[config.mk]
export PLATFORM = sky130hd
export DESIGN_NAME = uart_rx_fifo_flat
export DESIGN_NICKNAME = d
export VERILOG_FILES = /design/src/rtl/uart_rx_fifo_if.sv /design/src/rtl/uart_rx_fifo.sv /design/src/flat_wrapper.sv
export SDC_FILE = /design/constraint.sdc
export NUM_CORES = 1
export LEC_CHECK = 0
export CAP_MARGIN = 20
export CORE_UTILIZATION = 45
export CTS_BUF_LIST = sky130_fd_sc_hd__clkbuf_2
export DETAILED_ROUTE_END_ITERATION = 10
export GPL_TIMING_DRIVEN = 0
export SLEW_MARGIN = 20
export SYNTH_ARGS = -nofsm -noshare
export SYNTH_HDL_FRONTEND = slang
export SYNTH_SLANG_ARGS = --single-unit
[constraint.sdc]
create_clock -name Clk -period 3.61 [get_ports Clk]
set_clock_uncertainty 0.2 [all_clocks]
set_input_delay 0.361 -clock Clk [delete_from_list [all_inputs] [get_ports Clk]]
set_output_delay 0.361 -clock Clk [all_outputs]
set_load 0.005 [all_outputs]
[src/rtl/uart_rx_fifo_if.sv]
// Receive-side bundle of the UART receiver: FIFO read port, occupancy and sticky error flags.
// master is the receiver, slave is the downstream consumer.
interface uart_rx_fifo_if #(
    parameter int DATA_BITS = 8,
    parameter int AW        = 4
) ();
    logic                 rd_en;
    logic                 err_clr;
    logic [DATA_BITS-1:0] data_out;
    logic                 empty;
    logic                 full;
    logic [AW:0]          count;
    logic                 frame_err;
    logic                 parity_err;
    logic                 overflow;

    modport master (
        input  rd_en, err_clr,
        output data_out, empty, full, count, frame_err, parity_err, overflow
    );

    modport slave (
        output rd_en, err_clr,
        input  data_out, empty, full, count, frame_err, parity_err, overflow
    );
endinterface

[src/rtl/uart_rx_fifo.sv]
// Parametrised UART receiver: 16x oversampling with 3-sample majority vote,
// optional parity, sticky error flags and a show-ahead receive FIFO.
module uart_rx_fifo #(
    parameter int CLK_FREQ   = 50000000,
    parameter int DATA_BITS  = 8,
    parameter int PARITY     = 0,
    parameter int FIFO_DEPTH = 16,
    parameter int AW         = 4
) (
    input  logic           Clk,
    input  logic           Rst_n,
    input  logic [2:0]     baud_set,
    input  logic           Rs232_Rx,
    uart_rx_fifo_if.master rx
);
    localparam int CW = $clog2(CLK_FREQ / (9600 * 16));

    typedef enum logic [2:0] {S_IDLE, S_START, S_DATA, S_PAR, S_STOP} state_t;

    function automatic logic [CW-1:0] div_of(input logic [2:0] b);
        case (b)
            3'd0:    return CW'(CLK_FREQ / (9600 * 16) - 1);
            3'd1:    return CW'(CLK_FREQ / (19200 * 16) - 1);
            3'd2:    return CW'(CLK_FREQ / (38400 * 16) - 1);
            3'd3:    return CW'(CLK_FREQ / (57600 * 16) - 1);
            default: return CW'(CLK_FREQ / (115200 * 16) - 1);
        endcase
    endfunction

    state_t               state, state_nx;
    logic                 rx_s1, rx_s2, rx_d;
    logic [2:0]           baud_q;
    logic [CW-1:0]        div_cnt;
    logic [3:0]           tick_cnt, bit_cnt;
    logic                 s7, s8, par_bit;
    logic [DATA_BITS-1:0] shift_q;
    logic                 tick, tick9, tick15, maj, start_det, par_exp, par_bad;
    logic                 wr_req, set_fe, set_pe, set_ovf, do_wr, do_rd;
    logic [DATA_BITS-1:0] mem [FIFO_DEPTH];
    logic [AW-1:0]        wr_ptr, rd_ptr;
    logic [AW:0]          count_q;
    logic                 fe_q, pe_q, ovf_q;

    assign tick      = (div_cnt == div_of(baud_q));
    assign tick9     = tick && (tick_cnt == 4'd9);
    assign tick15    = tick && (tick_cnt == 4'd15);
    assign maj       = (s7 & s8) | (s7 & rx_s2) | (s8 & rx_s2);
    assign start_det = (state == S_IDLE) && rx_d && !rx_s2;
    assign par_exp   = (PARITY == 1) ? ~^shift_q : ^shift_q;
    assign par_bad   = (PARITY != 0) && (par_bit != par_exp);

    always_ff @(posedge Clk or negedge Rst_n) begin
        if (!Rst_n) state <= S_IDLE;
        else        state <= state_nx;
    end

    always_comb begin
        state_nx = state;
        wr_req   = 1'b0;
        set_fe   = 1'b0;
        set_pe   = 1'b0;
        case (state)
            S_IDLE:  if (start_det) state_nx = S_START;
            S_START: begin
                if (tick9 && maj) state_nx = S_IDLE;
                else if (tick15)  state_nx = S_DATA;
            end
            S_DATA:  if (tick15 && bit_cnt == 4'(DATA_BITS - 1))
                         state_nx = (PARITY != 0) ? S_PAR : S_STOP;
            S_PAR:   if (tick15) state_nx = S_STOP;
            S_STOP:  begin
                // Commit mid-stop-bit so a following start edge is never missed.
                if (tick9) begin
                    state_nx = S_IDLE;
                    if (!maj)         set_fe = 1'b1;
                    else if (par_bad) set_pe = 1'b1;
                    else              wr_req = 1'b1;
                end
            end
            default: state_nx = S_IDLE;
        endcase
    end

    always_ff @(posedge Clk or negedge Rst_n) begin
        if (!Rst_n) begin
            rx_s1    <= 1'b1;
            rx_s2    <= 1'b1;
            rx_d     <= 1'b1;
            baud_q   <= 3'd0;
            div_cnt  <= '0;
            tick_cnt <= '0;
            bit_cnt  <= '0;
            s7       <= 1'b1;
            s8       <= 1'b1;
            par_bit  <= 1'b0;
            shift_q  <= '0;
        end else begin
            rx_s1 <= Rs232_Rx;
            rx_s2 <= rx_s1;
            rx_d  <= rx_s2;
            if (state == S_IDLE) baud_q <= baud_set;
            if (start_det) begin
                div_cnt  <= '0;
                tick_cnt <= '0;
                bit_cnt  <= '0;
            end else if (tick) begin
                div_cnt  <= '0;
                tick_cnt <= tick_cnt + 4'd1;
                if (tick_cnt == 4'd7) s7 <= rx_s2;
                if (tick_cnt == 4'd8) s8 <= rx_s2;
                if (tick_cnt == 4'd9 && state == S_DATA)
                    shift_q <= {maj, shift_q[DATA_BITS-1:1]};
                if (tick_cnt == 4'd9 && state == S_PAR) par_bit <= maj;
                if (tick_cnt == 4'd15 && state == S_DATA) bit_cnt <= bit_cnt + 4'd1;
            end else begin
                div_cnt <= div_cnt + 1'b1;
            end
        end
    end

    // A read in the commit cycle frees a slot, so a full FIFO still accepts.
    assign do_rd   = rx.rd_en && !rx.empty;
    assign do_wr   = wr_req && (!rx.full || do_rd);
    assign set_ovf = wr_req && rx.full && !do_rd;

    always_ff @(posedge Clk) begin
        if (do_wr) mem[wr_ptr] <= shift_q;
    end

    always_ff @(posedge Clk or negedge Rst_n) begin
        if (!Rst_n) begin
            wr_ptr  <= '0;
            rd_ptr  <= '0;
            count_q <= '0;
            fe_q    <= 1'b0;
            pe_q    <= 1'b0;
            ovf_q   <= 1'b0;
        end else begin
            if (do_wr) wr_ptr <= wr_ptr + 1'b1;
            if (do_rd) rd_ptr <= rd_ptr + 1'b1;
            case ({do_wr, do_rd})
                2'b10:   count_q <= count_q + 1'b1;
                2'b01:   count_q <= count_q - 1'b1;
                default: count_q <= count_q;
            endcase
            fe_q  <= set_fe  | (fe_q  & ~rx.err_clr);
            pe_q  <= set_pe  | (pe_q  & ~rx.err_clr);
            ovf_q <= set_ovf | (ovf_q & ~rx.err_clr);
        end
    end

    assign rx.empty      = (count_q == '0);
    assign rx.full       = (count_q == (AW + 1)'(FIFO_DEPTH));
    assign rx.count      = count_q;
    assign rx.data_out   = rx.empty ? '0 : mem[rd_ptr];
    assign rx.frame_err  = fe_q;
    assign rx.parity_err = pe_q;
    assign rx.overflow   = ovf_q;
endmodule

[src/flat_wrapper.sv]
// flat-port wrapper written by rule: the top's interface ports become plain ports
module uart_rx_fifo_flat 
#(
    parameter int CLK_FREQ   = 50000000,
    parameter int DATA_BITS  = 8,
    parameter int PARITY     = 0,
    parameter int FIFO_DEPTH = 16,
    parameter int AW         = 4
)
  (Clk, Rst_n, baud_set, Rs232_Rx, rx_rd_en, rx_err_clr, rx_data_out, rx_empty, rx_full, rx_count, rx_frame_err, rx_parity_err, rx_overflow);
  uart_rx_fifo_if #(.DATA_BITS(DATA_BITS), .AW(AW)) rx_i ();
  input  logic Clk;
  input  logic Rst_n;
  input  logic [2:0] baud_set;
  input  logic Rs232_Rx;
  input wire logic [$bits(rx_i.rd_en)-1:0] rx_rd_en;
  input wire logic [$bits(rx_i.err_clr)-1:0] rx_err_clr;
  output wire logic [$bits(rx_i.data_out)-1:0] rx_data_out;
  output wire logic [$bits(rx_i.empty)-1:0] rx_empty;
  output wire logic [$bits(rx_i.full)-1:0] rx_full;
  output wire logic [$bits(rx_i.count)-1:0] rx_count;
  output wire logic [$bits(rx_i.frame_err)-1:0] rx_frame_err;
  output wire logic [$bits(rx_i.parity_err)-1:0] rx_parity_err;
  output wire logic [$bits(rx_i.overflow)-1:0] rx_overflow;
  assign rx_i.rd_en = rx_rd_en;
  assign rx_i.err_clr = rx_err_clr;
  assign rx_data_out = rx_i.data_out;
  assign rx_empty = rx_i.empty;
  assign rx_full = rx_i.full;
  assign rx_count = rx_i.count;
  assign rx_frame_err = rx_i.frame_err;
  assign rx_parity_err = rx_i.parity_err;
  assign rx_overflow = rx_i.overflow;
  uart_rx_fifo #(.CLK_FREQ(CLK_FREQ), .DATA_BITS(DATA_BITS), .PARITY(PARITY), .FIFO_DEPTH(FIFO_DEPTH), .AW(AW)) u_core (.Clk(Clk), .Rst_n(Rst_n), .baud_set(baud_set), .Rs232_Rx(Rs232_Rx), .rx(rx_i));
endmodule
==> impl_summary.log <==
[metrics] result of the run: finished clean
[metrics] reported leakage power: 3.457 nW
[metrics] multiplexer area fraction after synthesis: between 10% and 20%
[metrics] largest net degree at the start of global routing: 48
[metrics] clock buffer count from CTS: 17
[metrics] Std-Cell Rows: 47
[metrics] largest area contributor in the synthesized netlist: edfxtp_1
[metrics] Max clock buf depth: 2
[metrics] launching instance or port of the critical path: u_core.rd_ptr[0]$_DFFE_PN0P_
[metrics] flip-flop and latch count after synthesis: between 150 and 200
[metrics] final number of max-transition violations: 0
[metrics] fraction of layout cells with a size suffix above 1: approximately a quarter
[metrics] largest driver fanout on the critical path: 6
[metrics] multi-input combinational cell area: roughly 2400 um^2
[metrics] Hold Crit Class: in -> reg
[metrics] final sum of negative setup slack: 0 ps
[metrics] slowest stage cell, crit path: mux4_2
[metrics] Yosys warning total: 0
[metrics] Main synth FF type: edfxtp_1
[metrics] Overall Global Routing Usage: a little under a fifth
[metrics] quantity of I/O buffers inserted on ports: 25
[metrics] initial antenna violation count: 1
[metrics] sequential standard cell area: between 5000 and 6000 um^2
[metrics] router iterations before antenna repair: 4
[metrics] routed len/inst: about 20 um
[metrics] share of synthesized flip-flops with an asynchronous set or reset: roughly 29%
[metrics] H-tree level count: 4
[metrics] final design instance area without fill: between 8000 and 9000 um^2
[metrics] adder and majority cell fraction of the synthesized area: between 2 and 2.5%
[metrics] Post-Layout Cell Count: between 700 and 800
[metrics] sequential fraction of the synthesis area: around two thirds
[metrics] period utilization: 96.88%
[metrics] PD cells: around 550 nW/um^2
[metrics] WP data arrival: 2940 ps
[metrics] final setup violating endpoints: 0
[metrics] class of the most critical setup path: reg -> out
[metrics] crit-path most repeated cell: mux4_2
[metrics] RSZ-0062 raised after global routing: true
[metrics] antenna-violating nets left: 0
[metrics] count of buffer and inverter cells on the critical path: 3
[metrics] average cell area after synthesis: 16.62 um^2
[metrics] hold violation count in the final report: 0
[metrics] combinational family with the most area after synthesis: multiplexers
[metrics] total die area: ~17000 um^2
[metrics] Worst path top cell family by delay: multiplexers
[metrics] number of distinct library cells after synthesis: 51
[metrics] clock transition at the registers of the reported paths: roughly 220 ps
[metrics] number of placed instances with taps included: just over 700
[metrics] VDD IR max: approximately 0.00026 V
[metrics] min-delay src: rx_rd_en
[metrics] required time at the endpoint of the critical path: slightly above 3000 ps
[metrics] number of I/O pins: 26
[metrics] vias per inst: approximately 5.4
[metrics] largest stage delay on the critical path: 560 ps
[metrics] startpoint kind of the worst setup timing path: register
[metrics] signed area change from the synthesized netlist to the final layout: 15.01%
[metrics] area of the core: roughly 17000 um^2
[metrics] Period minus WS final: approximately 3500 ps
[metrics] Post-Route WL: around 15 mm
[metrics] clock latency on the worst-skew pair: 760 ps
[metrics] Synth top area share: 50.61%
[metrics] worst-margin pin slew: just under 900 ps
[metrics] max-capacitance violation count: 0
[metrics] chip width: 131.9 um
[metrics] Syn Inst Count: roughly 460
[metrics] net count reported at finish: 540
[metrics] Initial Util: between 40% and 50%
[metrics] Fin Hold WS: around 170 ps
[metrics] clock tree from TritonCTS: done
[metrics] final core occ: between 50% and 60%
[metrics] cells along the critical path: buf_4 > buf_12 > mux4_2 > mux4_2 > nor2b_1 > dlygate4sd2_1
[metrics] Worst slew margin: 41.72%
[metrics] synthesized-area fraction occupied by and/or/nand/nor cells: under 10%
[metrics] most frequent cell after synthesis: edfxtp_1
[metrics] HPWL after detailed placement: 9.951 mm
[metrics] GRT overflow: 0
[metrics] EDFF count, synth: roughly 130
[metrics] share of the synthesized area in compound gates (AO/OA/AOI/OAI): 2.652%
[metrics] Final Wtd Congestion: approximately 0.83
[metrics] post-route DRC violation count: 0
[metrics] cell types occupying the most area after synthesis: edfxtp_1 (51%), dfrtp_1 (15%), mux4_2 (12%)
[metrics] fraction of synthesized cell area in xor and xnor cells: around 2.8%
[metrics] number of violations reported at the end of detailed-routing iteration 0: between 200 and 300
[metrics] most numerous cell types in the synthesized netlist: edfxtp_1 (128), dfrtp_1 (47), mux4_2 (40)
[metrics] Synth Cell Area: around 7600 um^2
[metrics] Setup crit end kind: primary output
[metrics] Vias: between 4k and 5k
[metrics] die height: 131.9 um
[metrics] Synthesized Nets: around 480
[metrics] via count of the first global-routing pass: slightly above 4k
[metrics] Cell Area, Placed: between 8000 and 9000 um^2
[metrics] critical register-to-register path startpoint: u_core.baud_q[1]$_DFFE_PN0N_
[metrics] total number of clock tree sinks: 180
[metrics] Root Buffer Master: clkbuf_2
[metrics] # fillers: around 1.3k
[metrics] upper clock frequency limit: about 0.29 GHz
[metrics] wire length of the first global-routing pass: 23.82 mm
-- cells by family (layout without fill, tap and decap cells) --
| logic type | after synthesis | count (layout) |
|---|---|---|
| other | 0 | 1 |
| flip-flops | 180 | 180 |
| AND/OR/NAND/NOR | 125 | 125 |
| multiplexers | 57 | 57 |
| buffers and inverters | 29 | 105 |
| adder cells (fa/ha/maj) | 13 | 13 |
| XOR/XNOR | 24 | 24 |
| AO/OA/AOI/OAI | 29 | 29 |
-- state kept, by name (all words and copies together) (netlist names), 4 cells and up --
register	cells
u_core.div_cnt	9
u_core.rx.count	5
u_core.wr_ptr	4
u_core.bit_cnt	4
u_core.shift_q	8
u_core.mem	128
u_core.rd_ptr	4
u_core.tick_cnt	4
-- final timing paths --
path / endpoint / slack, ps / depth (start not counted)
hold reg to reg: u_core.rx_s2$_DFF_PN1_ / 170 / 0
setup reg to reg: u_core.mem[8][7]$_DFFE_PP_ / 230 / 6
hold / removal: u_core.rd_ptr[0]$_DFFE_PN0P_ / 170 / 3
max in group asynchronous: u_core.wr_ptr[0]$_DFFE_PN0P_ / 2450 / 4
setup / recovery: rx_data_out[7] / 110 / 6
min in group asynchronous: u_core.s8$_DFFE_PN1P_ / 500 / 3
-- per-layer routing --
| layer | global-route usage, % | up-vias | share of wire [%] |
|---|---|---|---|
| met5 | 0 | - | 0 |
| met4 | 7.041 | 0 | 1.7 |
| met3 | 4.229 | 15 | 3.6 |
| met2 | 29.37 | 77 | 49 |
| met1 | 25.74 | 2126 | 46 |
| li1 | - | 1886 | - |
-- stage by stage --
stage | power, mW | setup slack, ps
after floorplan | 3.195 | 464.5
after global placement | 3.488 | -578.1
after detailed placement | 3.520 | -307.3
after CTS | 4.854 | 4.917
after global routing | 5.075 | -48.35
final | 4.826 | 112.8
-- power breakdown --
part | leakage (nW) | switching, mW | internal (mW)
registers | 2.15 | 0.166 | 2.31
clock network | 0.167 | 0.673 | 0.464
logic | 1.14 | 0.558 | 0.657
total | 3.46 | 1.40 | 3.43
-- layout make-up --
class                           instances  share of cell area (%)
Antenna cell                            1                 0.02865
Buffer                                 16                   1.461
Clock buffer                           19                   1.089
Clock inverter                         13                   2.077
Inverter                               11                  0.4727
Multi-Input combinational cell        248                   27.39
Sequential cell                       180                   58.99
Tap cell                              220                   3.151
Timing Repair Buffer                   46                   5.343
-- cells in the final DEF, fill, tap and decap left out, drive strengths merged, types with 3 or more instances in the layout --
cell	n
a21oi	3
and3	5
and3b	3
buf	21
bufinv	4
clkbuf	31
clkdlybuf4s50	16
clkinv	4
dfrtp	47
dfstp	5
dlygate4sd2	4
dlygate4sd3	7
edfxtp	128
ha	12
inv	15
mux2	15
mux4	40
nand2	18
nand2b	5
nand3	11
nand3b	3
nand4	4
nor2	35
nor2b	14
nor3	12
nor4	5
o21ai	12
xnor2	16
xor2	8
-- worst min-delay path: cells and delay by family --
family / cells / cell delay [ps]
AND/OR/NAND/NOR: 1 / 180
buffers and inverters: 1 / 460
XOR/XNOR: 1 / 90
-- repair_timing --
action                                 CTS  global route
cloned                                   2             0
gates resized for setup                 46            10
hold buffers                             8             0
setup endpoints to repair               40            16
endpoints found under the hold margin   59             0
setup buffers                            6             1
(Power assumes the default switching activity.)
